==> config.mk <==
export PLATFORM = sky130hd
export DESIGN_NAME = pipe_hazard_unit
export DESIGN_NICKNAME = d
export VERILOG_FILES = /design/src/rtl/pipe_hazard_unit.sv
export SDC_FILE = /design/constraint.sdc
export NUM_CORES = 1
export LEC_CHECK = 0
export ABC_AREA = 0
export CAP_MARGIN = 10
export CORE_AREA = 2 2 93 95
export CTS_BUF_LIST = sky130_fd_sc_hd__clkbuf_16
export DETAILED_ROUTE_END_ITERATION = 12
export DIE_AREA = 0 0 95 97
export GPL_ROUTABILITY_DRIVEN = 0
export PLACE_DENSITY_LB_ADDON = 0.1
export SLEW_MARGIN = 20
export SYNTH_ARGS = -nofsm -noshare
export SYNTH_HDL_FRONTEND = slang
export SYNTH_SLANG_ARGS = --single-unit
==> constraint.sdc <==
create_clock -name clk -period 1.9 [get_ports clk]
set_clock_uncertainty 0.1 [all_clocks]
set_input_delay 0.38 -clock clk [delete_from_list [all_inputs] [get_ports clk]]
set_output_delay 0.38 -clock clk [all_outputs]
set_load 0.01 [all_outputs]
==> src/rtl/pipe_hazard_unit.sv <==
// Pipeline hazard unit: tracks in-flight destination registers after decode,
// selects forwarding sources, raises load-use or interlock stalls and branch flushes.
module pipe_hazard_unit #(
  parameter int AW     = 5,
  parameter int DEPTH  = 3,
  parameter int FWD_EN = 1,
  parameter int CW     = 16
) (
  input  logic                     clk,
  input  logic                     rst,
  input  logic                     id_valid,
  input  logic                     id_rs1_used,
  input  logic                     id_rs2_used,
  input  logic                     id_regwrite,
  input  logic                     id_memread,
  input  logic [AW-1:0]            id_rs1,
  input  logic [AW-1:0]            id_rs2,
  input  logic [AW-1:0]            id_rd,
  input  logic                     ex_branch_taken,
  output logic                     stall,
  output logic                     flush_if_id,
  output logic                     flush_id_ex,
  output logic [$clog2(DEPTH)-1:0] fwd_a,
  output logic [$clog2(DEPTH)-1:0] fwd_b,
  output logic [CW-1:0]            stall_cnt,
  output logic [CW-1:0]            flush_cnt
);

  localparam int FW = $clog2(DEPTH);

  typedef struct packed {
    logic          valid;
    logic [AW-1:0] rd;
    logic          regwrite;
    logic          isLoad;
  } entry_t;

  entry_t          entries [DEPTH];
  logic            hitA, hitB;
  logic [FW-1:0]   selA, selB;
  logic            loadUse;
  logic            hazard;
  logic            issue;

  function automatic logic srcMatch(input entry_t e, input logic used,
                                    input logic [AW-1:0] idx);
    return used && (idx != '0) && e.valid && e.regwrite && (e.rd == idx);
  endfunction

  // Scan oldest-to-youngest so the youngest eligible producer overwrites the select.
  // The WB entry is excluded: the register file already returns its value.
  always_comb begin
    // NOTE: defaults first, so no path through the loop leaves a value held (no latch).
    hitA = 1'b0;
    hitB = 1'b0;
    selA = '0;
    selB = '0;
    for (int k = DEPTH - 2; k >= 0; k--) begin
      if (srcMatch(entries[k], id_rs1_used, id_rs1)) begin
        hitA = 1'b1;
        selA = FW'(k + 1);
      end
      if (srcMatch(entries[k], id_rs2_used, id_rs2)) begin
        hitB = 1'b1;
        selB = FW'(k + 1);
      end
    end
  end

  assign loadUse = entries[0].isLoad &&
                   (srcMatch(entries[0], id_rs1_used, id_rs1) ||
                    srcMatch(entries[0], id_rs2_used, id_rs2));

  assign hazard      = (FWD_EN != 0) ? loadUse : (hitA || hitB);
  assign stall       = id_valid && !ex_branch_taken && hazard;
  assign issue       = id_valid && !stall && !ex_branch_taken;
  assign flush_if_id = ex_branch_taken;
  assign flush_id_ex = ex_branch_taken;

  always_ff @(posedge clk or posedge rst) begin
    if (rst) begin
      // NOTE: the scoreboard is a few flops, not a RAM, so every entry is reset;
      // a stale valid bit would otherwise fake a hazard right after reset.
      for (int i = 0; i < DEPTH; i++) entries[i] <= '0;
      fwd_a     <= '0;
      fwd_b     <= '0;
      stall_cnt <= '0;
      flush_cnt <= '0;
    end else begin
      // NOTE: non-blocking, so each entry takes its neighbour's pre-edge value;
      // blocking here would collapse the whole shift into a single copy.
      entries[0] <= issue ? entry_t'{valid: 1'b1, rd: id_rd, regwrite: id_regwrite,
                                     isLoad: id_memread}
                          : entry_t'('0);
      for (int i = 1; i < DEPTH; i++) entries[i] <= entries[i-1];

      fwd_a <= (FWD_EN != 0 && issue && hitA) ? selA : '0;
      fwd_b <= (FWD_EN != 0 && issue && hitB) ? selB : '0;

      if (stall && stall_cnt != '1)           stall_cnt <= stall_cnt + CW'(1);
      if (ex_branch_taken && flush_cnt != '1) flush_cnt <= flush_cnt + CW'(1);
    end
  end

endmodule
* After elaboration in Yosys (flattened, before gate mapping) *
Cells that the tools add are included.
W data, S select, Z words.

storage, ports and cells
  flip-flop bits (word level) = 51
  input port bits = 23
  output and inout port bits = 39
  logic and storage cells = 58

cells by class
  add/sub/neg operators = 2
  eq/ne operators = 6
  mux-type cells = 11
  reductions and logical operators = 28

operators by type and width
  operator                 number
  $add A16 B1 Y16 const B  2
  $ne A16 B16 Y1 const B   2
  $logic_and A1 B1 Y1      23
  $eq A5 B5 Y1             4
  $mux W2                  6
  $reduce_bool A5 Y1       2
  $mux W8                  1
  $mux W1                  4
  $logic_not A1 Y1         2
  $logic_or A1 B1 Y1       1

* Longest topological paths before layout *
Gate-level depths: netlist (run 1).

  depth in word-level cells = 13
  mapped depth = 7
  mapped depth without buffers = 7

* Worst setup path before layout (run 1) *
OpenSTA, ideal clock, no wires.

  kind = input-to-reg
  start point = in id_rs2[1]
  end point = reg stall_cnt[12]
  setup time = 0.125 ns
  arrival = 1.805 ns
  required time = 1.675 ns
  setup slack = -0.129 ns
  stages on the path = 6
  path buffers = 0
  path through = or4_1 o21ai_1 nor4_2 or2_4 nand3_1 mux2_2

on the way
  cells in the longest elaborated chain, start to end = 9
  elaborated cells on any way between the ends = 10
  classes of those cells = eq/ne: 1; reduce/logical: 9

RTL lines
  element                           line  RTL
  from (decl)                       17    input logic [AW-1:0] id_rs2,
  $reduce_bool A5 Y1                47    return used && (idx != '0) && e.valid && e.regwrite && (e.rd == idx);
  $logic_and A1 B1 Y1 (3 in a row)  47
  $logic_and A1 B1 Y1 (*)           47
  $logic_or A1 B1 Y1 (*)            71    (srcMatch(entries[0], id_rs1_used, id_rs1) ||
  $logic_and A1 B1 Y1 (*)           70    assign loadUse = entries[0].isLoad &&
  $logic_and A1 B1 Y1 (*)           75    assign stall = id_valid && !ex_branch_taken && hazard;
  $logic_and A1 B1 Y1 (*)           100   if (stall && stall_cnt != '1) stall_cnt <= stall_cnt + CW'(1);
  to (signal assigned)              100
  to (decl)                         25    output logic [CW-1:0] stall_cnt,

Every way passes the cells marked *; elsewhere a longest branch is shown, timed or not.
A chain may end at the register's enable or synchronous reset.

* Worst setup path after layout (run 1) *
  start point = reg entries[20] (netlist name)
  end point = out stall

on the way
  cells in the longest elaborated chain, start to end = 5
  elaborated cells on any way between the ends = 7
  classes of those cells = eq/ne: 2; reduce/logical: 5

RTL lines
  element                  line  RTL
  from (decl)              38    entry_t entries [DEPTH];
  $eq A5 B5 Y1             47
  $logic_and A1 B1 Y1      47
  $logic_or A1 B1 Y1 (*)   71
  $logic_and A1 B1 Y1 (*)  70
  $logic_and A1 B1 Y1 (*)  75
  to (decl)                20    output logic stall,

Marked as above.

==> impl_metrics.env, run 1 <==
export IMPL_ir_drop_mv=0.3238
export IMPL_dieHeight_microns=97
export IMPL_worstPathCellList="xnor2_1 > nand4_1 > nor4_4 > nor2_4 > nor2_4 > buf_6"
export IMPL_setup_ws_ns=-0.2185
export IMPL_syn_nets=238
export IMPL_setup_violations=24
export IMPL_post_route_period_util_pct=111.5
export IMPL_synth_main_ff_cell="dfrtp_1"
export IMPL_synth_most_common_cell="dfrtp_1"
export IMPL_area_growth_pct=63.01
export IMPL_cts_root_buf="clkbuf_16"
export IMPL_criticalPathCategory="reg2out"
export IMPL_synthCells=213
export IMPL_nFillCells=755
export IMPL_antenna_found_initial=0
export IMPL_nets=360
export IMPL_grt_max_degree=52
export IMPL_first_global_vias=1984
export IMPL_grtUsageMet1_pct=19.38
export IMPL_die_x_microns=95
export IMPL_p_total_mw=2.716
export IMPL_cts_tree="built"
export IMPL_ys_ff_latch=51
export IMPL_ant_nets=0
export IMPL_maxCapViolations=0
export IMPL_ys_seq_area_share_pct=52.85
export IMPL_overflow=0
export IMPL_pin_count=62
export IMPL_min_path_type="reg2reg"
export IMPL_clk_pin_slew_ns=0.07
export IMPL_worstHoldPathCells=0
export IMPL_synth_edf_count=0
export IMPL_drive_above_1_share_pct=32.44
export IMPL_htreeDepth=2
export IMPL_viasPerCell=4.433
export IMPL_timing_fmax_mhz=472.0
export IMPL_hold_viol=0
export IMPL_vias=1955
export IMPL_wl_per_cell_microns=12.79
export IMPL_p_per_area_nw_per_um2=689.9
export IMPL_cts_num_sinks=51
export IMPL_syn_avg_cell_area_sq_um=11.34
export IMPL_grt_use_total_pct=13.54
export IMPL_rr_worst_depth=7
export IMPL_initial_core_util_pct=29.69
export IMPL_ys_top_cells_by_count="dfrtp_1 (51), xnor2_1 (28), xor2_1 (21)"
export IMPL_coreArea_sq_um=8134
export IMPL_crit_path_max_incr_delay_ns=0.43
export IMPL_drt_iter0_drc=31
export IMPL_path_delay_family="simple AND/OR/NAND/NOR gates"
export IMPL_status="complete, but fails checks"
export IMPL_critPathCaptureType="primary output"
export IMPL_hpwl_mm=4.338
export IMPL_n_antenna_cell=0
export IMPL_final_max_slew_viol_count=0
export IMPL_drtPass1Iterations=4
export IMPL_grt_pass1_wl_mm=9.804
export IMPL_fin_tns_setup_ns=-1.996
export IMPL_startpoint_type="flip-flop"
export IMPL_tightestPinTransition_ns=0.3375
export IMPL_yosysUniqueCellTypes=35
export IMPL_synth_area_sq_um=2415
export IMPL_drc=0
export IMPL_synthArstFlopShare_pct=100.0
export IMPL_finalCriticalPeriod_ns=2.118
export IMPL_max_slew_margin_rel_pct=77.42
export IMPL_num_rows=33
export IMPL_yosysTopAreaCellShare_pct=52.85
export IMPL_synth_area_leaders="dfrtp_1 (53%), xnor2_1 (10%), xor2_1 (7.6%)"
export IMPL_path_buf_inv=1
export IMPL_grt_busiest_layer="met2"
export IMPL_grt_use_met3_pct=2.648
export IMPL_clk_latency_ns=0.29
export IMPL_cp_num_cells=6
export IMPL_ys_warn_count=0
export IMPL_hold_buffers=0
export IMPL_finalWirelength_mm=5.641
export IMPL_die_area_sq_um=9215
export IMPL_clockBufferDepth=2
export IMPL_violations="setup timing"
export IMPL_rsz0062_at_grt="yes"
export IMPL_cp_required_ns=1.42
export IMPL_grt_util_met2_pct=20.46
export IMPL_critPathMaxFanout=3
export IMPL_leakagePower_nw=1.757
export IMPL_synth_top_area_cell="dfrtp_1"
export IMPL_cpMostUsedCell="nor2_4"
export IMPL_place_port_buffers=61
export IMPL_cpMaxStageDelayCell="dfrtp_1"
export IMPL_numCtsBuffers=5
export IMPL_arrival_ns=1.64
layout by cell type (no fill, tap or decap), types with 3 or more instances in the layout:
cell type and count:
nor2_4 6, dfrtp_1 51, nand3_1 15, dlygate4sd2_1 4, nor4_4 5, nor3_1 4, xor2_1 21, nor2_1 4
clkbuf_16 5, clkdlybuf4s50_1 48, nand2_1 12, and2_1 10, buf_4 52, buf_2 4, nand4_1 12, xnor2_1 28
and4_1 3, nor3_4 3, buf_6 6, nor3_2 3, and3_1 3, inv_1 6
through the flow:
stage | cells | area [sq um] | worst slack [ns] | hold slack, ns | util [%]
finish | 441 | 3936 | -0.2185 | 0.2790 | 48.39
floorplan | 213 | 2466 | -0.1129 | 0.2535 | -
detailed placement | 428 | 3588 | -0.9463 | 0.2642 | 44.12
global placement | 428 | 3588 | -0.9228 | 0.2613 | 44.12
global route | 441 | 3936 | -0.3184 | 0.2869 | 48.39
CTS | 440 | 3870 | -0.2396 | 0.2810 | 47.58
flip-flops by register name, summed over array words and instances (netlist names):
register,flops
flush_cnt,16
entries,15
fwd_b,2
stall_cnt,16
fwd_a,2
repair_timing:
action,in CTS,in global routing
setup buffers,4,1
pin swaps,16,6
gates cloned,0,0
gates resized for setup,64,10
endpoints found under the setup margin,31,35
path summary, 6_finish.rpt:
path | start | end | slack, ns
worst min register to register | entries[23] | entries[15] | 0.28
worst max-delay path | entries[20] | stall | -0.22
worst min-delay path | entries[23] | entries[15] | 0.28
min in group asynchronous | rst | flush_cnt[15] | 0.35
max in group asynchronous | rst | stall_cnt[8] | 1.11
worst max register to register | entries[20] | stall_cnt[1] | -0.19
cells by family after synthesis:
kind of cell / synth area share (%)
buf+inv: 2.176
flops: 52.85
compound gates: 2.798
xor+xnor: 17.77
mux: 1.399
simple gates: 21.97
fa+ha+maj: 1.036
layer usage:
metal  part of all wire, %  vias up
met5                     0        -
met1                    48      928
met4                   1.5        0
li1                      -      979
met3                   3.3        6
met2                    47       42
worst reg2reg max path, cell delays in order (launching register included):
cell and delay, ns:
dfrtp_1 0.43, xnor2_1 0.18, nand4_1 0.18, nor4_4 0.24
nor2_4 0.07, buf_4 0.21, nor3_4 0.21, mux2_1 0.34
power breakdown:
| part | leakage (nW) | switching, mW | internal [mW] | total, mW |
|---|---|---|---|---|
| sequential | 0.676 | 0.0591 | 1.17 | 1.23 |
| clock | 0.0752 | 0.397 | 0.488 | 0.886 |
| combinational | 1.01 | 0.248 | 0.355 | 0.603 |
final cells by class:
type,instances,area [sq um],area share [%]
clock buffer,5,125.1,3.179
clock inverter,3,21.27,0.5404
inverter,6,22.52,0.5722
multi-input combinational,152,1290,32.77
sequential,51,1276,32.42
tap,105,131.4,3.338
timing repair buffer,119,1070,27.18
(Power assumes the default switching activity.)
==> run 2, diff against run 1 <==
MAX_ROUTING_LAYER = met4   (was not set)
==> impl_metrics.env, run 2 (same netlist as run 1, synthesis figures left out) <==
export IMPL_final_max_slew_viol_count=0
export IMPL_initial_core_util_pct=29.69
export IMPL_place_port_buffers=61
export IMPL_antenna_found_initial=0
export IMPL_multi_input_area_sq_um=1290
export IMPL_arrival_ns=1.64
export IMPL_ir_drop_mv=0.3242
export IMPL_drive_above_1_share_pct=32.44
export IMPL_drtPass1Iterations=4
export IMPL_max_slew_margin_rel_pct=77.42
export IMPL_cts_root_buf="clkbuf_16"
export IMPL_first_global_vias=1982
export IMPL_critPathCaptureType="primary output"
export IMPL_drt_iter0_drc=35
export IMPL_final_area_sq_um=3936
export IMPL_grt_max_degree=52
export IMPL_finalCriticalPeriod_ns=2.117
export IMPL_dieHeight_microns=97
export IMPL_hold_ws_ns=0.2790
export IMPL_vias=1948
export IMPL_timing_fmax_mhz=472.4
export IMPL_critPathMaxFanout=3
export IMPL_final_cells=441
export IMPL_min_path_type="reg2reg"
export IMPL_area_growth_pct=63.01
export IMPL_hold_viol=0
export IMPL_startpoint_type="flip-flop"
export IMPL_pin_count=62
export IMPL_htreeDepth=2
export IMPL_hold_buffers=0
export IMPL_numCtsBuffers=5
export IMPL_dpl_cell_area_sq_um=3588
export IMPL_wl_per_cell_microns=12.89
export IMPL_grt_pass1_wl_mm=9.784
export IMPL_clockBufferDepth=2
export IMPL_seq_area_sq_um=1276
export IMPL_status="complete, but fails checks"
export IMPL_drc=0
export IMPL_ant_nets=0
export IMPL_cts_tree="built"
export IMPL_dp_slack_ns=-0.9463
export IMPL_cp_required_ns=1.42
export IMPL_p_per_area_nw_per_um2=690.9
export IMPL_die_area_sq_um=9215
export IMPL_viasPerCell=4.417
export IMPL_clk_latency_ns=0.29
export IMPL_criticalPathCategory="reg2out"
export IMPL_overflow=0
export IMPL_hpwl_mm=4.338
export IMPL_rsz0062_at_grt="yes"
export IMPL_nFillCells=755
export IMPL_dp_cells=428
export IMPL_tightestPinTransition_ns=0.3374
export IMPL_setup_ws_ns=-0.2171
export IMPL_mostFrequentLayoutCells="buf_4 (52), dfrtp_1 (51), clkdlybuf4s50_1 (48), xnor2_1 (28), xor2_1 (21)"
export IMPL_finalWirelength_mm=5.686
export IMPL_maxCapViolations=0
export IMPL_nets=360
export IMPL_clk_pin_slew_ns=0.07
export IMPL_num_rows=33
export IMPL_layout_commonest_cell="buf_4"
export IMPL_top_regs="flush_cnt (16), stall_cnt (16), entries (15)"
export IMPL_leakagePower_nw=1.757
export IMPL_n_antenna_cell=0
export IMPL_die_x_microns=95
export IMPL_violations="setup timing"
export IMPL_p_total_mw=2.720
export IMPL_post_route_period_util_pct=111.4
export IMPL_cts_num_sinks=51
export IMPL_setup_violations=24
export IMPL_coreArea_sq_um=8134
export IMPL_grt_use_total_pct=13.90
==> run 2: cell counts in the layout (fill, tap and decap cells not counted) <==
Identical to the previous run, type by type.
==> run 2: metal layers <==
| layer | up-vias | global-route usage, % | wire [microns] | part of all wire [%] |
|---|---|---|---|---|
| li1 | 978 | - | - | - |
| met1 | 921 | 19.53 | 2756 | 48 |
| met2 | 42 | 20.24 | 2649 | 47 |
| met3 | 7 | 2.648 | 187 | 3.3 |
| met4 | 0 | 4.348 | 92 | 1.6 |
| met5 | - | - | 0 | 0 |
==> run 2: critical path: stages (launching register included) <==
cell and delay, ns:
dfrtp_1 0.43, xnor2_1 0.18, nand4_1 0.18, nor4_4 0.24
nor2_4 0.07, nor2_4 0.13, buf_6 0.11
==> run 2: metrics by stage <==
stage	util (%)	TNS (ns)
5_1_grt	48.39	-4.647
3_5_place_dp	44.12	-22.51
4_1_cts	47.58	-2.261
3_3_place_gp	44.12	-22.02
6_report	48.39	-1.975
2_1_floorplan	-	-1.474
==> run 2: final timing paths <==
check,from,end,slack (ns),cells past startpoint
setup / recovery,entries[20],stall,-0.22,6
hold / removal,entries[23],entries[15],0.28,0
setup reg to reg,entries[20],stall_cnt[1],-0.18,7
hold reg to reg,entries[23],entries[15],0.28,0
max in group asynchronous,rst,entries[15],1.11,3
min in group asynchronous,rst,flush_cnt[15],0.36,3
==> run 2: report_power, final <==
| part | switching, mW | internal [mW] | leakage, nW |
|---|---|---|---|
| Combinational | 0.248 | 0.355 | 1.01 |
| Clock | 0.401 | 0.489 | 0.0752 |
| Sequential | 0.0591 | 1.17 | 0.676 |
| Total | 0.708 | 2.01 | 1.76 |
==> run 2: area by class of cell <==
| class | instances | share of cell area, % |
|---|---|---|
| clock inverter | 3 | 0.5404 |
| clock buffer | 5 | 3.179 |
| timing repair buffer | 119 | 27.18 |
| multi-input combinational | 152 | 32.77 |
| tap | 105 | 3.338 |
| sequential | 51 | 32.42 |
| inverter | 6 | 0.5722 |
==> run 2: timing repair <==
item,4_1_cts,5_1_grt
setup endpoints to repair,31,35
pin swaps,16,6
setup buffers,4,1
gates resized for setup,64,10
